`src/rtl/vga_timing_pkg.sv`:
```
// VGA 640x480@60 timing constants and helpers.
// Shared by the sync generator and its pixel-rate divider.
package vga_timing_pkg;

  localparam int CNT_W     = 10;

  localparam int H_DISPLAY = 640;
  localparam int H_FRONT   = 16;
  localparam int H_SYNC    = 96;
  localparam int H_BACK    = 48;
  localparam int H_TOTAL   = H_DISPLAY + H_FRONT
                           + H_SYNC + H_BACK;

  localparam int V_DISPLAY = 480;
  localparam int V_FRONT   = 10;
  localparam int V_SYNC    = 2;
  localparam int V_BACK    = 33;
  localparam int V_TOTAL   = V_DISPLAY + V_FRONT
                           + V_SYNC + V_BACK;

  localparam int PIX_DIV   = 4;

  typedef logic [CNT_W-1:0] coord_t;

  // Closed-interval membership, used for the sync windows.
  function automatic logic in_window(
    input coord_t c,
    input coord_t lo,
    input coord_t hi
  );
    return (c >= lo) && (c <= hi);
  endfunction

endpackage

```
`src/rtl/vga_sync_gen_if.sv`:
```
// Timing bundle from the sync generator to the
// pixel/graphics generator.
interface vga_sync_gen_if;
  import vga_timing_pkg::*;

  logic   p_tick;
  logic   hsync;
  logic   vsync;
  logic   video_on;
  coord_t pixel_x;
  coord_t pixel_y;
  logic   frame_tick;

  modport master (
    output p_tick,
    output hsync,
    output vsync,
    output video_on,
    output pixel_x,
    output pixel_y,
    output frame_tick
  );

  modport slave (
    input p_tick,
    input hsync,
    input vsync,
    input video_on,
    input pixel_x,
    input pixel_y,
    input frame_tick
  );

endinterface

```
`src/rtl/pixel_tick_gen.sv`:
```
// Mod-DIV clock divider producing a one-clk
// pixel strobe on the last count.
module pixel_tick_gen
  import vga_timing_pkg::*;
#(
  parameter int DIV = PIX_DIV
) (
  input  logic clk,
  input  logic reset,
  output logic tick
);

  localparam int W = (DIV > 1) ? $clog2(DIV) : 1;
  localparam logic [W-1:0] LAST = W'(DIV - 1);

  logic [W-1:0] cnt;

  // Free-running divider, cleared by reset.
  always_ff @(posedge clk) begin
    if (reset) begin
      cnt <= '0;
    end else if (cnt == LAST) begin
      cnt <= '0;
    end else begin
      cnt <= cnt + 1'b1;
    end
  end

  assign tick = (cnt == LAST);

endmodule

```
`src/rtl/vga_sync_gen.sv`:
```
// VGA sync generator: h/v raster counters, registered
// active-low syncs, visible-area flag and frame strobe.
module vga_sync_gen
  import vga_timing_pkg::*;
#(
  parameter int P_H_DISPLAY = H_DISPLAY,
  parameter int P_H_FRONT   = H_FRONT,
  parameter int P_H_SYNC    = H_SYNC,
  parameter int P_H_BACK    = H_BACK,
  parameter int P_V_DISPLAY = V_DISPLAY,
  parameter int P_V_FRONT   = V_FRONT,
  parameter int P_V_SYNC    = V_SYNC,
  parameter int P_V_BACK    = V_BACK,
  parameter int P_PIX_DIV   = PIX_DIV
) (
  input logic       clk,
  input logic       reset,
  vga_sync_gen_if.master vga
);

  localparam int HT = P_H_DISPLAY + P_H_FRONT
                    + P_H_SYNC + P_H_BACK;
  localparam int VT = P_V_DISPLAY + P_V_FRONT
                    + P_V_SYNC + P_V_BACK;

  localparam coord_t H_LAST = coord_t'(HT - 1);
  localparam coord_t V_LAST = coord_t'(VT - 1);
  localparam coord_t H_VIS  = coord_t'(P_H_DISPLAY);
  localparam coord_t V_VIS  = coord_t'(P_V_DISPLAY);

  localparam coord_t HS_LO =
    coord_t'(P_H_DISPLAY + P_H_FRONT);
  localparam coord_t HS_HI =
    coord_t'(P_H_DISPLAY + P_H_FRONT + P_H_SYNC - 1);
  localparam coord_t VS_LO =
    coord_t'(P_V_DISPLAY + P_V_FRONT);
  localparam coord_t VS_HI =
    coord_t'(P_V_DISPLAY + P_V_FRONT + P_V_SYNC - 1);

  logic   p_tick;
  coord_t h_q;
  coord_t v_q;
  coord_t h_d;
  coord_t v_d;
  logic   h_end;
  logic   v_end;
  logic   hsync_q;
  logic   vsync_q;

  pixel_tick_gen #(
    .DIV (P_PIX_DIV)
  ) u_tick (
    .clk   (clk),
    .reset (reset),
    .tick  (p_tick)
  );

  // Next raster position; h wrap and v step share one edge.
  always_comb begin
    h_end = (h_q >= H_LAST);
    v_end = (v_q >= V_LAST);
    h_d   = h_q;
    v_d   = v_q;
    if (p_tick) begin
      h_d = h_end ? '0 : h_q + 1'b1;
      if (h_end) begin
        v_d = v_end ? '0 : v_q + 1'b1;
      end else if (v_q > V_LAST) begin
        v_d = '0;
      end
    end
  end

  // Counters and syncs; syncs are decoded from the next
  // position so they line up with pixel_x/pixel_y.
  always_ff @(posedge clk) begin
    if (reset) begin
      h_q     <= '0;
      v_q     <= '0;
      hsync_q <= 1'b1;
      vsync_q <= 1'b1;
    end else begin
      h_q     <= h_d;
      v_q     <= v_d;
      hsync_q <= ~in_window(h_d, HS_LO, HS_HI);
      vsync_q <= ~in_window(v_d, VS_LO, VS_HI);
    end
  end

  assign vga.p_tick     = p_tick;
  assign vga.pixel_x    = h_q;
  assign vga.pixel_y    = v_q;
  assign vga.hsync      = hsync_q;
  assign vga.vsync      = vsync_q;
  assign vga.video_on   = (h_q < H_VIS) && (v_q < V_VIS);
  assign vga.frame_tick = p_tick && (h_q == H_LAST)
                        && (v_q == V_LAST);

endmodule

```
`src/flat_wrapper.sv`:
```
// flat-port wrapper written by rule: the top's interface ports become plain ports
module vga_sync_gen_flat import vga_timing_pkg::*;
#(
  parameter int P_H_DISPLAY = H_DISPLAY,
  parameter int P_H_FRONT   = H_FRONT,
  parameter int P_H_SYNC    = H_SYNC,
  parameter int P_H_BACK    = H_BACK,
  parameter int P_V_DISPLAY = V_DISPLAY,
  parameter int P_V_FRONT   = V_FRONT,
  parameter int P_V_SYNC    = V_SYNC,
  parameter int P_V_BACK    = V_BACK,
  parameter int P_PIX_DIV   = PIX_DIV
)
  (clk, reset, vga_p_tick, vga_hsync, vga_vsync, vga_video_on, vga_pixel_x, vga_pixel_y, vga_frame_tick);
  vga_sync_gen_if vga_i ();
  input logic clk;
  input logic reset;
  output wire logic [$bits(vga_i.p_tick)-1:0] vga_p_tick;
  output wire logic [$bits(vga_i.hsync)-1:0] vga_hsync;
  output wire logic [$bits(vga_i.vsync)-1:0] vga_vsync;
  output wire logic [$bits(vga_i.video_on)-1:0] vga_video_on;
  output wire logic [$bits(vga_i.pixel_x)-1:0] vga_pixel_x;
  output wire logic [$bits(vga_i.pixel_y)-1:0] vga_pixel_y;
  output wire logic [$bits(vga_i.frame_tick)-1:0] vga_frame_tick;
  assign vga_p_tick = vga_i.p_tick;
  assign vga_hsync = vga_i.hsync;
  assign vga_vsync = vga_i.vsync;
  assign vga_video_on = vga_i.video_on;
  assign vga_pixel_x = vga_i.pixel_x;
  assign vga_pixel_y = vga_i.pixel_y;
  assign vga_frame_tick = vga_i.frame_tick;
  vga_sync_gen #(.P_H_DISPLAY(P_H_DISPLAY), .P_H_FRONT(P_H_FRONT), .P_H_SYNC(P_H_SYNC), .P_H_BACK(P_H_BACK), .P_V_DISPLAY(P_V_DISPLAY), .P_V_FRONT(P_V_FRONT), .P_V_SYNC(P_V_SYNC), .P_V_BACK(P_V_BACK), .P_PIX_DIV(P_PIX_DIV)) u_core (.clk(clk), .reset(reset), .vga(vga_i));
endmodule
```
`config.mk`:
```
export PLATFORM = sky130hd
export DESIGN_NAME = vga_sync_gen_flat
export DESIGN_NICKNAME = d
export VERILOG_FILES = /design/src/rtl/vga_timing_pkg.sv /design/src/rtl/vga_sync_gen_if.sv /design/src/rtl/pixel_tick_gen.sv /design/src/rtl/vga_sync_gen.sv /design/src/flat_wrapper.sv
export SDC_FILE = /design/constraint.sdc
export NUM_CORES = 1
export LEC_CHECK = 0
export ABC_AREA = 1
export CAP_MARGIN = 25
export CORE_MARGIN = 2
export CORE_UTILIZATION = 40
export DETAILED_ROUTE_END_ITERATION = 16
export PLACE_DENSITY_LB_ADDON = 0.08
export SYNTH_ARGS = -nofsm -noshare
export SYNTH_HDL_FRONTEND = slang
export SYNTH_HIERARCHICAL = 1
export SYNTH_SLANG_ARGS = --single-unit
```
`constraint.sdc`:
```
create_clock -name clk -period 2.45 [get_ports clk]
set_clock_uncertainty 0.2 [all_clocks]
set_input_delay 0.49 -clock clk [delete_from_list [all_inputs] [get_ports clk]]
set_output_delay 0.49 -clock clk [all_outputs]
set_load 0.05 [all_outputs]
```
==> flow_metrics.py <==
metrics = {
    "run_status": {
        "status": "completed",
    },
    "placement": {
        "dp_hpwl_um": 2610,
        "placed_cell_area_um2": 1810,
        "place_ws_ps": 440,
        "port_buffers": 26,
        "gp_congestion": 0.838,
    },
    "power": {
        "switching_share": 0.295,
        "power_frac_comb": 0.154,
        "p_seq_frac": 0.590,
        "p_sw_mw": 0.207,
        "powerDensity_nw_per_um2": 380,
        "pwr-share-clk": 0.256,
        "p_leak_nw": 0.790,
        "peakVddDrop_mv": 0.319,
        "p_int_mw": 0.495,
    },
    "sta": {
        "slew_headroom": 0.645,
        "fin_setup_tns_ps": 0,
        "worst_slew_pin_slew_ps": 531,
        "finalHoldViolations": 0,
        "drv_slew": 0,
        "setup_viol": 0,
        "grt_setup_unrepaired": "no",
        "setup_slack_ps": 96.7,
        "fmaxAchievable_mhz": 425,
        "final.period_utilization": 0.961,
        "post-route-min-period_ps": 2350,
    },
    "detailed_routing": {
        "detail-route-antenna-nets": 0,
        "wl_um": 3420,
        "vias": 1429,
        "via_per_inst": 4.88,
        "post-route-drc-count": 0,
        "first_iter_violations": 51,
        "wl_per_cell_um": 11.7,
        "first_pass_iters": 4,
    },
    "grt": {
        "antenna_found_initial": 0,
        "grt_pass1_wl_um": 5900,
        "grt_pass1_vias": 1268,
        "grt_max_degree": 15,
        "overflow": 0,
        "grt.total_usage": 0.181,
    },
    "layout": {
        "layout.nets": 255,
        "diodes": 0,
        "area_growth_syn_to_layout_pct": 27.9,
        "drive_gt1_frac": 0.158,
        "final_core_util": 0.545,
        "final_cell_area_um2": 1850,
    },
    "synth": {
        "synth_edf_count": 0,
        "synth-xor-area-share": 0.0243,
        "synth_area_leaders": "dfxtp_1 33%, nand2_1 13%, nor2_1 8.3%",
        "syn_nets": 224,
        "syn-cell-area_um2": 1440,
        "avgSynthCellArea_um2": 6.62,
        "synth_seq_cells": 24,
        "synth_warnings": 6,
        "synth_compound_gate_area_share": 0.0867,
        "synth_top_area_share": 0.333,
        "ys.flop_type": "dfxtp_1",
        "synth_largest_area_cell": "dfxtp_1",
        "muxShareOfSynthArea": 0,
        "yosys.area_share.simple": 0.433,
        "synthAdderAreaFrac": 0.0347,
        "yosysSeqAreaShare": 0.333,
        "postSynthCellCount": 218,
        "synth.distinct_cells": 31,
        "synth_top_family_by_area": "simple AND/OR/NAND/NOR gates",
        "synthArstFlopShare": 0,
    },
    "die": {
        "die_w_um": 64.1,
        "start_util": 0.426,
        "core_um2": 3390,
        "die_y_um": 64.1,
        "ios": 27,
        "placement_rows": 21,
        "die_area_um2": 4110,
    },
    "clocking": {
        "cts_tree": "built",
        "numCtsBuffers": 3,
        "root_buffer": "clkbuf_4",
        "clk_pin_slew_worst_paths_ps": 140,
        "clk_path_buf_depth": 2,
        "cts.sinks": 24,
        "cts_hold_buf": 0,
        "clock_latency_ps": 320,
        "htreeDepth": 1,
    },
    "worst_setup_path": {
        "critical-path-max-stage-delay_ps": 860,
        "path_max_fanout": 8,
        "critPathSlowestCell": "clkdlybuf4s50_1",
        "critical_path_class": "reg2out",
        "r2r_slack_ps": 520,
        "critPathCaptureType": "output pin",
        "r2r_start": "u_core/vga.pixel_x[0]",
        "arrival_ps": 1660,
        "crit_buf_inv": 1,
        "cp_cell_sequence": "clkdlybuf4s50_1",
        "cp.required_ps": 1760,
        "worst-path-stages": 1,
        "crit_path_start_kind": "flop",
        "r2r-end": "u_core/vga.vsync",
        "critPathTopFamily": "buffers and inverters",
        "ff2ff_path_depth": 10,
    },
    "worst_hold_path": {
        "worstHoldStart": "u_core/u_tick/cnt[0]",
        "whs_endpoint": "u_core/u_tick/cnt[0]",
        "whs_path_depth": 1,
        "hp-class": "reg2reg",
    },
    "flow_run": {
        "max-cap-violations": 0,
    },
}
routing by layer:
| layer | part of all wire | vias up | GRT usage |
|---|---|---|---|
| met3 | 0.035 | 6 | 0.0440 |
| met2 | 0.47 | 41 | 0.315 |
| li1 | - | 761 | - |
| met1 | 0.48 | 621 | 0.226 |
| met4 | 0.013 | 0 | 0.0326 |
| met5 | 0 | - | 0 |
cells in the final DEF (no fill, tap or decap), types with 2 or more instances in the layout:
cell	count
nor2_1	31
nand4_1	4
nand2_2	7
clkbuf_4	3
inv_1	28
nor3_1	3
nor3_2	3
nand4_2	2
nand3_1	20
inv_2	3
a21oi_1	9
ha_1	3
buf_4	4
clkdlybuf4s50_1	23
nor2_2	4
dfxtp_1	20
dfxtp_2	3
o21ai_1	3
nand2_1	48
xor2_1	3
o21ai_0	8
worst max path at each step:
stage | startpoint | slack [ps] | to
2_1_floorplan | u_core/vga.pixel_y[3] | 20 | vga_frame_tick
3_3_place_gp | u_core/vga.pixel_x[7] | 450 | vga_pixel_x[7]
3_5_place_dp | u_core/vga.pixel_y[1] | 440 | vga_frame_tick
4_1_cts | u_core/vga.pixel_x[7] | 70 | vga_pixel_x[7]
5_1_grt | u_core/vga.pixel_y[5] | 5 | vga_pixel_y[5]
6_report | u_core/vga.pixel_y[4] | 100 | vga_pixel_y[4]
synthesized netlist by cell type (4+ instances only):
cell / count
nand3_1: 20
ha_1: 4
dfxtp_1: 24
o21ai_0: 8
a21oi_1: 9
nand2_2: 6
nor3_1: 4
nor2_1: 32
inv_1: 28
nand4_1: 4
nand2_1: 49
area by class of cell:
cell class | count | area, µm²
Clock buffer | 3 | 22.5
Timing Repair Buffer | 28 | 280
Fill cell | 343 | 1540
Multi-Input combinational cell | 161 | 882
Tap cell | 46 | 57.6
Inverter | 31 | 116
Sequential cell | 24 | 488
registers in the layout, summed over array words and instances (netlist names):
signal              count
u_core/vga.pixel_x     10
u_core/vga.vsync        1
u_core/vga.pixel_y     10
u_core/u_tick/cnt       2
u_core/vga.hsync        1
power by group through the flow:
stage               clock [mW]  combinational (mW)  sequential (mW)
finish                   0.180               0.108            0.414
global placement             0               0.108            0.423
CTS                      0.192               0.109            0.415
floorplan                    0              0.0550            0.445
global route             0.212               0.118            0.418
detailed placement           0               0.108            0.423
logic make-up after synthesis:
family,after synthesis
AOI/OAI and AO/OA,23
xor gates and xnor gates,4
adders and majority gates,4
buffers and inverters,33
DFF,24
and+or+nand+nor,130
per-stage QoR:
stage	total power [mW]	hold WS, ps	instances
after global routing	0.747	274	293
after CTS	0.715	242	293
after global placement	0.532	219	290
after detailed placement	0.532	222	290
after floorplan	0.500	202	218
final	0.703	244	293
repair_timing:
item | CTS | global route
gates resized for setup | 0 | 4
endpoints found under the setup margin | 0 | 2
setup buffers | 0 | 0
Power figures use the tool's default switching activity.
